`src/rtl/nyq_pkg.sv`:
```
// ---------------------------------------------------------------------------
// nyq_pkg
// Shared definitions for the NYQ sample buffer writer and reader.
//   NYQ_DEPTH / NYQ_DATA_W : buffer geometry, common to both sides
//   NYQ_PTR_W / NYQ_FILL_W : pointer width and occupancy counter width
//   nyq_rd_state_t         : read-side output-stage FSM state
//   nyq_ptr_t              : buffer pointer / address type
// ---------------------------------------------------------------------------
package nyq_pkg;

   localparam int NYQ_DEPTH  = 8;
   localparam int NYQ_DATA_W = 16;
   localparam int NYQ_PTR_W  = $clog2(NYQ_DEPTH);
   localparam int NYQ_FILL_W = NYQ_PTR_W + 1;

   typedef enum logic {
      S_EMPTY = 1'b0,   // output register holds nothing to deliver
      S_FULL  = 1'b1    // output register holds an unconsumed entry
   } nyq_rd_state_t;

   typedef logic [NYQ_PTR_W-1:0] nyq_ptr_t;

endpackage

```
`src/rtl/nyq_rd_ptr.sv`:
```
// ---------------------------------------------------------------------------
// nyq_rd_ptr
// Down-counting wrapping read pointer, the reader-side twin of the NYQ write
// counter. Resets to DEPTH-1 and steps DEPTH-1, ..., 1, 0, DEPTH-1, ...
// Ports:
//   i_clk  clock
//   i_rst  synchronous active-high reset (pointer -> DEPTH-1)
//   i_en   advance the pointer by one position on this edge
//   o_ptr  current pointer value
// ---------------------------------------------------------------------------
module nyq_rd_ptr #(
   parameter int DEPTH = 8,
   parameter int PTR_W = $clog2(DEPTH)
) (
   input  logic             i_clk,
   input  logic             i_rst,
   input  logic             i_en,
   output logic [PTR_W-1:0] o_ptr
);

   localparam logic [PTR_W-1:0] PTR_TOP = PTR_W'(DEPTH - 1);
   localparam logic [PTR_W-1:0] PTR_ONE = PTR_W'(1);

   logic [PTR_W-1:0] r_ptr;

   // Explicit wrap keeps the sequence correct even if DEPTH is ever not a
   // power of two.
   always_ff @(posedge i_clk) begin
      if (i_rst) begin
         r_ptr <= PTR_TOP;
      end else if (i_en) begin
         if (r_ptr == '0) r_ptr <= PTR_TOP;
         else             r_ptr <= r_ptr - PTR_ONE;
      end
   end

   assign o_ptr = r_ptr;

endmodule

```
`src/rtl/nyq_rd_ctrl.sv`:
```
// ---------------------------------------------------------------------------
// nyq_rd_ctrl
// Read-side controller for the NYQ sample buffer. Tracks occupancy from the
// writer strobe, walks the buffer in write order (7,6,...,0,7,...) and hands
// entries to the downstream consumer through a registered output stage.
// Ports:
//   Clk_CI     clock
//   Rst_RI     synchronous active-high reset, overrides everything
//   WrEn_SI    writer strobe, one entry committed per high edge
//   RdAddr_DO  buffer read address (the read pointer)
//   RdData_DI  buffer data at RdAddr_DO, combinational
//   Data_DO    output data register
//   Valid_SO   Data_DO holds an unconsumed entry
//   Ready_SI   downstream accepts Data_DO
//   Fill_DO    entries written but not yet loaded into Data_DO
//   Empty_SO   Fill_DO == 0
//   Full_SO    Fill_DO == DEPTH
//   Ovf_SO     overflow indication
// Build option: NYQ_RD_OVF_STICKY_EN
//   defined   : Ovf_SO sets on the first overflow, clears only on reset
//   undefined : Ovf_SO is a one-cycle registered pulse after each overflow
//
// Handshake: Data_DO is transferred on every rising edge where
// Valid_SO && Ready_SI. Once Valid_SO is high, Data_DO and Valid_SO stay
// stable until that transfer happens. Valid_SO never depends on Ready_SI
// combinationally; Ready_SI only decides whether the next entry is loaded.
// Valid_SO is the direct decode of the output-stage FSM state.
// ---------------------------------------------------------------------------
module nyq_rd_ctrl
   import nyq_pkg::*;
#(
   parameter int DATA_W = NYQ_DATA_W,
   parameter int DEPTH  = NYQ_DEPTH,
   parameter int PTR_W  = $clog2(DEPTH),
   parameter int FILL_W = PTR_W + 1
) (
   input  logic              Clk_CI,
   input  logic              Rst_RI,
   input  logic              WrEn_SI,
   output logic [PTR_W-1:0]  RdAddr_DO,
   input  logic [DATA_W-1:0] RdData_DI,
   output logic [DATA_W-1:0] Data_DO,
   output logic              Valid_SO,
   input  logic              Ready_SI,
   output logic [FILL_W-1:0] Fill_DO,
   output logic              Empty_SO,
   output logic              Full_SO,
   output logic              Ovf_SO
);

   localparam logic [FILL_W-1:0] FILL_MAX = FILL_W'(DEPTH);
   localparam logic [FILL_W-1:0] FILL_ONE = FILL_W'(1);

   nyq_rd_state_t     r_state;
   nyq_rd_state_t     w_state_next;
   logic [FILL_W-1:0] r_fill;
   logic [FILL_W-1:0] w_fill_next;
   logic [DATA_W-1:0] r_data;
   logic              r_ovf;
   logic              w_load;
   logic              w_ovf;
   logic [PTR_W-1:0]  w_rd_ptr;

   // A new entry moves into the output register when one is available and
   // the register is either empty or being drained on this same edge.
   assign w_load = (r_fill != '0) && ((r_state == S_EMPTY) || Ready_SI);

   // ---------------- read pointer ----------------
   nyq_rd_ptr #(
      .DEPTH (DEPTH),
      .PTR_W (PTR_W)
   ) u_rd_ptr (
      .i_clk (Clk_CI),
      .i_rst (Rst_RI),
      .i_en  (w_load),
      .o_ptr (w_rd_ptr)
   );

   // ---------------- output-stage FSM: state register ----------------
   always_ff @(posedge Clk_CI) begin
      if (Rst_RI) r_state <= S_EMPTY;
      else        r_state <= w_state_next;
   end

   // ---------------- output-stage FSM: next state ----------------
   always_comb begin
      w_state_next = r_state;
      if (w_load) begin
         w_state_next = S_FULL;
      end else if ((r_state == S_FULL) && Ready_SI) begin
         // consumed with nothing behind it
         w_state_next = S_EMPTY;
      end
   end

   // ---------------- output-stage FSM: outputs ----------------
   always_comb begin
      Valid_SO = 1'b0;
      if (r_state == S_FULL) Valid_SO = 1'b1;
   end

   // ---------------- output data register ----------------
   // Only a load changes Data_DO; draining to empty leaves the last value.
   always_ff @(posedge Clk_CI) begin
      if (Rst_RI)      r_data <= '0;
      else if (w_load) r_data <= RdData_DI;
   end

   // ---------------- occupancy ----------------
   // A write into a full buffer without a simultaneous load overwrites an
   // unread entry: the count saturates and the event is flagged.
   always_comb begin
      w_fill_next = r_fill;
      w_ovf       = 1'b0;
      case ({WrEn_SI, w_load})
         2'b10: begin
            if (r_fill == FILL_MAX) w_ovf = 1'b1;
            else                    w_fill_next = r_fill + FILL_ONE;
         end
         2'b01:   w_fill_next = r_fill - FILL_ONE;
         default: w_fill_next = r_fill;
      endcase
   end

   always_ff @(posedge Clk_CI) begin
      if (Rst_RI) r_fill <= '0;
      else        r_fill <= w_fill_next;
   end

   // ---------------- overflow flag ----------------
   always_ff @(posedge Clk_CI) begin
      if (Rst_RI) begin
         r_ovf <= 1'b0;
      end else begin
`ifdef NYQ_RD_OVF_STICKY_EN
         if (w_ovf) r_ovf <= 1'b1;
`else
         r_ovf <= w_ovf;
`endif
      end
   end

   assign RdAddr_DO = w_rd_ptr;
   assign Data_DO   = r_data;
   assign Fill_DO   = r_fill;
   assign Empty_SO  = (r_fill == '0);
   assign Full_SO   = (r_fill == FILL_MAX);
   assign Ovf_SO    = r_ovf;

endmodule

```
`config.mk`:
```
export PLATFORM = sky130hd
export DESIGN_NAME = nyq_rd_ctrl
export DESIGN_NICKNAME = d
export VERILOG_FILES = /design/src/rtl/nyq_pkg.sv /design/src/rtl/nyq_rd_ptr.sv /design/src/rtl/nyq_rd_ctrl.sv
export SDC_FILE = /design/constraint.sdc
export NUM_CORES = 1
export LEC_CHECK = 0
export CAP_MARGIN = 10
export CELL_PAD_IN_SITES_DETAIL_PLACEMENT = 0
export CELL_PAD_IN_SITES_GLOBAL_PLACEMENT = 1
export CORE_AREA = 2 2 65 67
export DETAILED_ROUTE_END_ITERATION = 8
export DIE_AREA = 0 0 67 69
export PLACE_DENSITY = 0.86
export SLEW_MARGIN = 15
export SYNTH_ARGS = -nofsm -noshare
export SYNTH_HDL_FRONTEND = slang
export SYNTH_SLANG_ARGS = --single-unit
```
`constraint.sdc`:
```
create_clock -name Clk_CI -period 2.7 [get_ports Clk_CI]
set_input_delay 0.81 -clock Clk_CI [delete_from_list [all_inputs] [get_ports Clk_CI]]
set_output_delay 0.81 -clock Clk_CI [all_outputs]
set_load 0.02 [all_outputs]
```
==> metrics <==
result of the run=completed; Worst Setup SP=Fill_DO[1]; Relative slew margins=76.1%; combinational family with the most area after synthesis=simple AND/OR/NAND/NOR gates; Reg2Reg Depth=9; synthesized area=around 1100 µm²; detailed placer's ending HPWL=around 1.8 mm; RSZ-0062 raised after global routing=no; type of the setup path with the least slack=register to output pin; Distinct cells, synth=31; final net count=approximately 200; remaining antenna violation count=0; commonest non-fill, non-tap cell in the layout=sky130_fd_sc_hd__clkdlybuf4s50_1; number of standard cells in the final layout excluding fillers=230; number of global-route vias before repair=920; Syn. warnings=0; synthesized net count=around 150; first-pass GRT wire length=roughly 4.1 mm; maximum number of pins on one net before global-route repair=15; sum of routed wire segments on met1=approximately 1.0 mm; initial antenna violation count=0; Simple-Gate Fraction of Synth Area=around a quarter; hold buffer count at cts=0; transition time of the tightest slew-check pin=~0.36 ns; endpoints failing setup=0; CTS root buf=sky130_fd_sc_hd__clkbuf_8; Synth Area in Compound Gates=around 14%; sequential-to-total area share from yosys stat=46.3%; crit path time final=roughly 2.5 ns; Placed Cells incl. Taps=roughly 230; DRC marker count from the first detailed-route iteration=28; worst hold path type=register to register; setup bufs post-CTS=0; launch point of the worst reg-to-reg path=Fill_DO[1]; met2 wire length=approximately 1.2 mm; Worst R2R Setup Slack=roughly 0.42 ns; met3 WL=181 µm; number of buffers added by the clock tree synthesis step=3; layout cells sized above 1=8.89%; routability cong.=about 0.72; Worst setup endpoint=Full_SO; TritonCTS clock tree=done; post-synthesis sequential element count=25; # port buffers=46; Hold Vio Cnt, Final=0; number of primary I/O pins=between 40 and 50; starting utilization of the core area=between 20 and 30%; GRT Residual Overflow=0; number of max-capacitance violations reported=0; Top Metal Used=met4; ratio of routed vias to standard cells=between 4 and 5; Layout Area Growth over Synthesis=54.5%; routed vias=roughly 1,000; post-DR wirelength/cell=~11 µm; final clock skew=about 0.0035 ns; post-route setup TNS=0 ns; share of async-settable or async-resettable flops after synthesis=0%; number of cells upsized or downsized after cts=0; xor and xnor fraction of the mapped netlist area=under 10%; most common flop cell mapped by yosys=sky130_fd_sc_hd__dfxtp_1; area of the die=4620 µm²; max-slew violation total from the final report=0; number of cells produced by synthesis=about 130; final clock period utilization by the worst path=between 90% and 100%; syn_area_per_cell=between 8 and 9 µm²; adder-cell share of the synthesized area=roughly 3.5%; power per unit of standard cell area=roughly 1000 nW/µm²; largest vdd supply drop=425 µV; placeable core area=3910 µm²; number of remaining DRC errors=0; share of cell area taken by muxes after synthesis=3.01%; most used cells in the layout excluding fill and tap cells=sky130_fd_sc_hd__clkdlybuf4s50_1 (46), sky130_fd_sc_hd__nand2_1 (34), sky130_fd_sc_hd__dfxtp_1 (25); placement row count=23; clock latency on the worst-skew pair=~0.26 ns; kind of launch point of the worst setup path=register; critical path required time=1.89 ns; die width=~67 µm; aggregate routed wire length=roughly 2.4 mm; capture instance of the worst register-to-register path=Fill_DO[2]; arrival time reported for the critical path endpoint=~1.7 ns; CTS Sinks=25; CP Capture Type=output pin; Clock Pin Slew Worst Setup and Hold Paths=~0.08 ns; height of the chip=just under 70 µm; end-of-flow core utilization=between 40 and 50%; total global routing track utilization=between 10% and 20%; standby leakage power=between 0.6 and 0.7 nW; number of diodes=0; number of buffers on the longest clock path=2; highest fanout seen on the critical path=9; FMAX=a little under 400 MHz; count of TritonRoute iterations in the first routing pass=3; count of flip-flops with a built-in enable after synthesis=0; Max H-tree Level=1
-- critical path, cell delays in order, from the launching register on --
cell	delay, ns
sky130_fd_sc_hd__dfxtp_1	0.42
sky130_fd_sc_hd__nor3_1	0.21
sky130_fd_sc_hd__nand2_1	0.17
sky130_fd_sc_hd__inv_1	0.08
sky130_fd_sc_hd__clkdlybuf4s50_1	0.59
-- state kept, by name, summed over array words and instances (netlist names) --
name            flops
r_state             1
Fill_DO             4
Ovf_SO              1
u_rd_ptr.o_ptr      3
Data_DO            16
-- synthesized netlist by cell type, drive strengths merged (2+ instances only) --
cell type	count	area, µm²
nor3	5	25.0
o21bai	2	15.0
a21oi	20	100
nor2	6	25.0
mux2	2	22.5
ha	3	37.5
a31oi	2	12.5
nor2b	3	18.8
clkbuf	4	15.0
nand2	34	128
dfxtp	25	500
inv	4	15.0
buf	4	31.3
-- where the power goes --
| group | internal, mW | total (mW) | switching, mW |
|---|---|---|---|
| clock | 0.105 | 0.217 | 0.111 |
| sequential | 0.495 | 0.582 | 0.0871 |
| combinational | 0.447 | 0.914 | 0.466 |
| total | 1.05 | 1.71 | 0.665 |
-- routing by layer --
| metal | up-vias | track usage (%) |
|---|---|---|
| met3 | 2 | 5.06 |
| met2 | 28 | 19.3 |
| li1 | 530 | - |
| met5 | - | 0 |
| met1 | 473 | 12.9 |
| met4 | 0 | 2.04 |
-- stage by stage --
stage	setup slack (ns)	instance area, µm²	hold WS, ns	power, mW
4_1_cts	0.137	1670	0.459	1.75
3_5_place_dp	-0.112	1630	0.449	1.52
5_1_grt	0.0768	1670	0.479	1.85
6_report	0.154	1670	0.455	1.71
2_1_floorplan	0.242	1080	0.533	1.12
3_3_place_gp	-0.0595	1630	0.441	1.52
-- area by class of cell --
type | instances | area (µm²)
repair buffers | 55 | 528
clock buffers | 4 | 45.0
flip-flops and latches | 25 | 500
inverters | 4 | 15.0
well taps | 50 | 62.6
multi-input cells | 92 | 519
fillers | 425 | 2240
-- kinds of logic after synthesis --
family                     count (synthesis)
AOI/OAI and AO/OA                         26
DFF                                       25
buffers and inverters                     12
xor gates and xnor gates                   2
muxes                                      3
and+or+nand+nor                           58
adders and majority gates                  3
-- how the worst min path moves through the flow --
stage	startpoint	end	slack (ns)	depth (start not counted)
finish	Data_DO[7]	Data_DO[7]	0.45	2
CTS	Data_DO[7]	Data_DO[7]	0.46	2
detailed placement	Data_DO[7]	Data_DO[7]	0.45	2
floorplan	Data_DO[1]	Data_DO[1]	0.53	2
global route	Data_DO[0]	Data_DO[0]	0.48	2
global placement	Data_DO[14]	Data_DO[14]	0.44	2
Note: power is estimated with default switching activity, not from simulation.
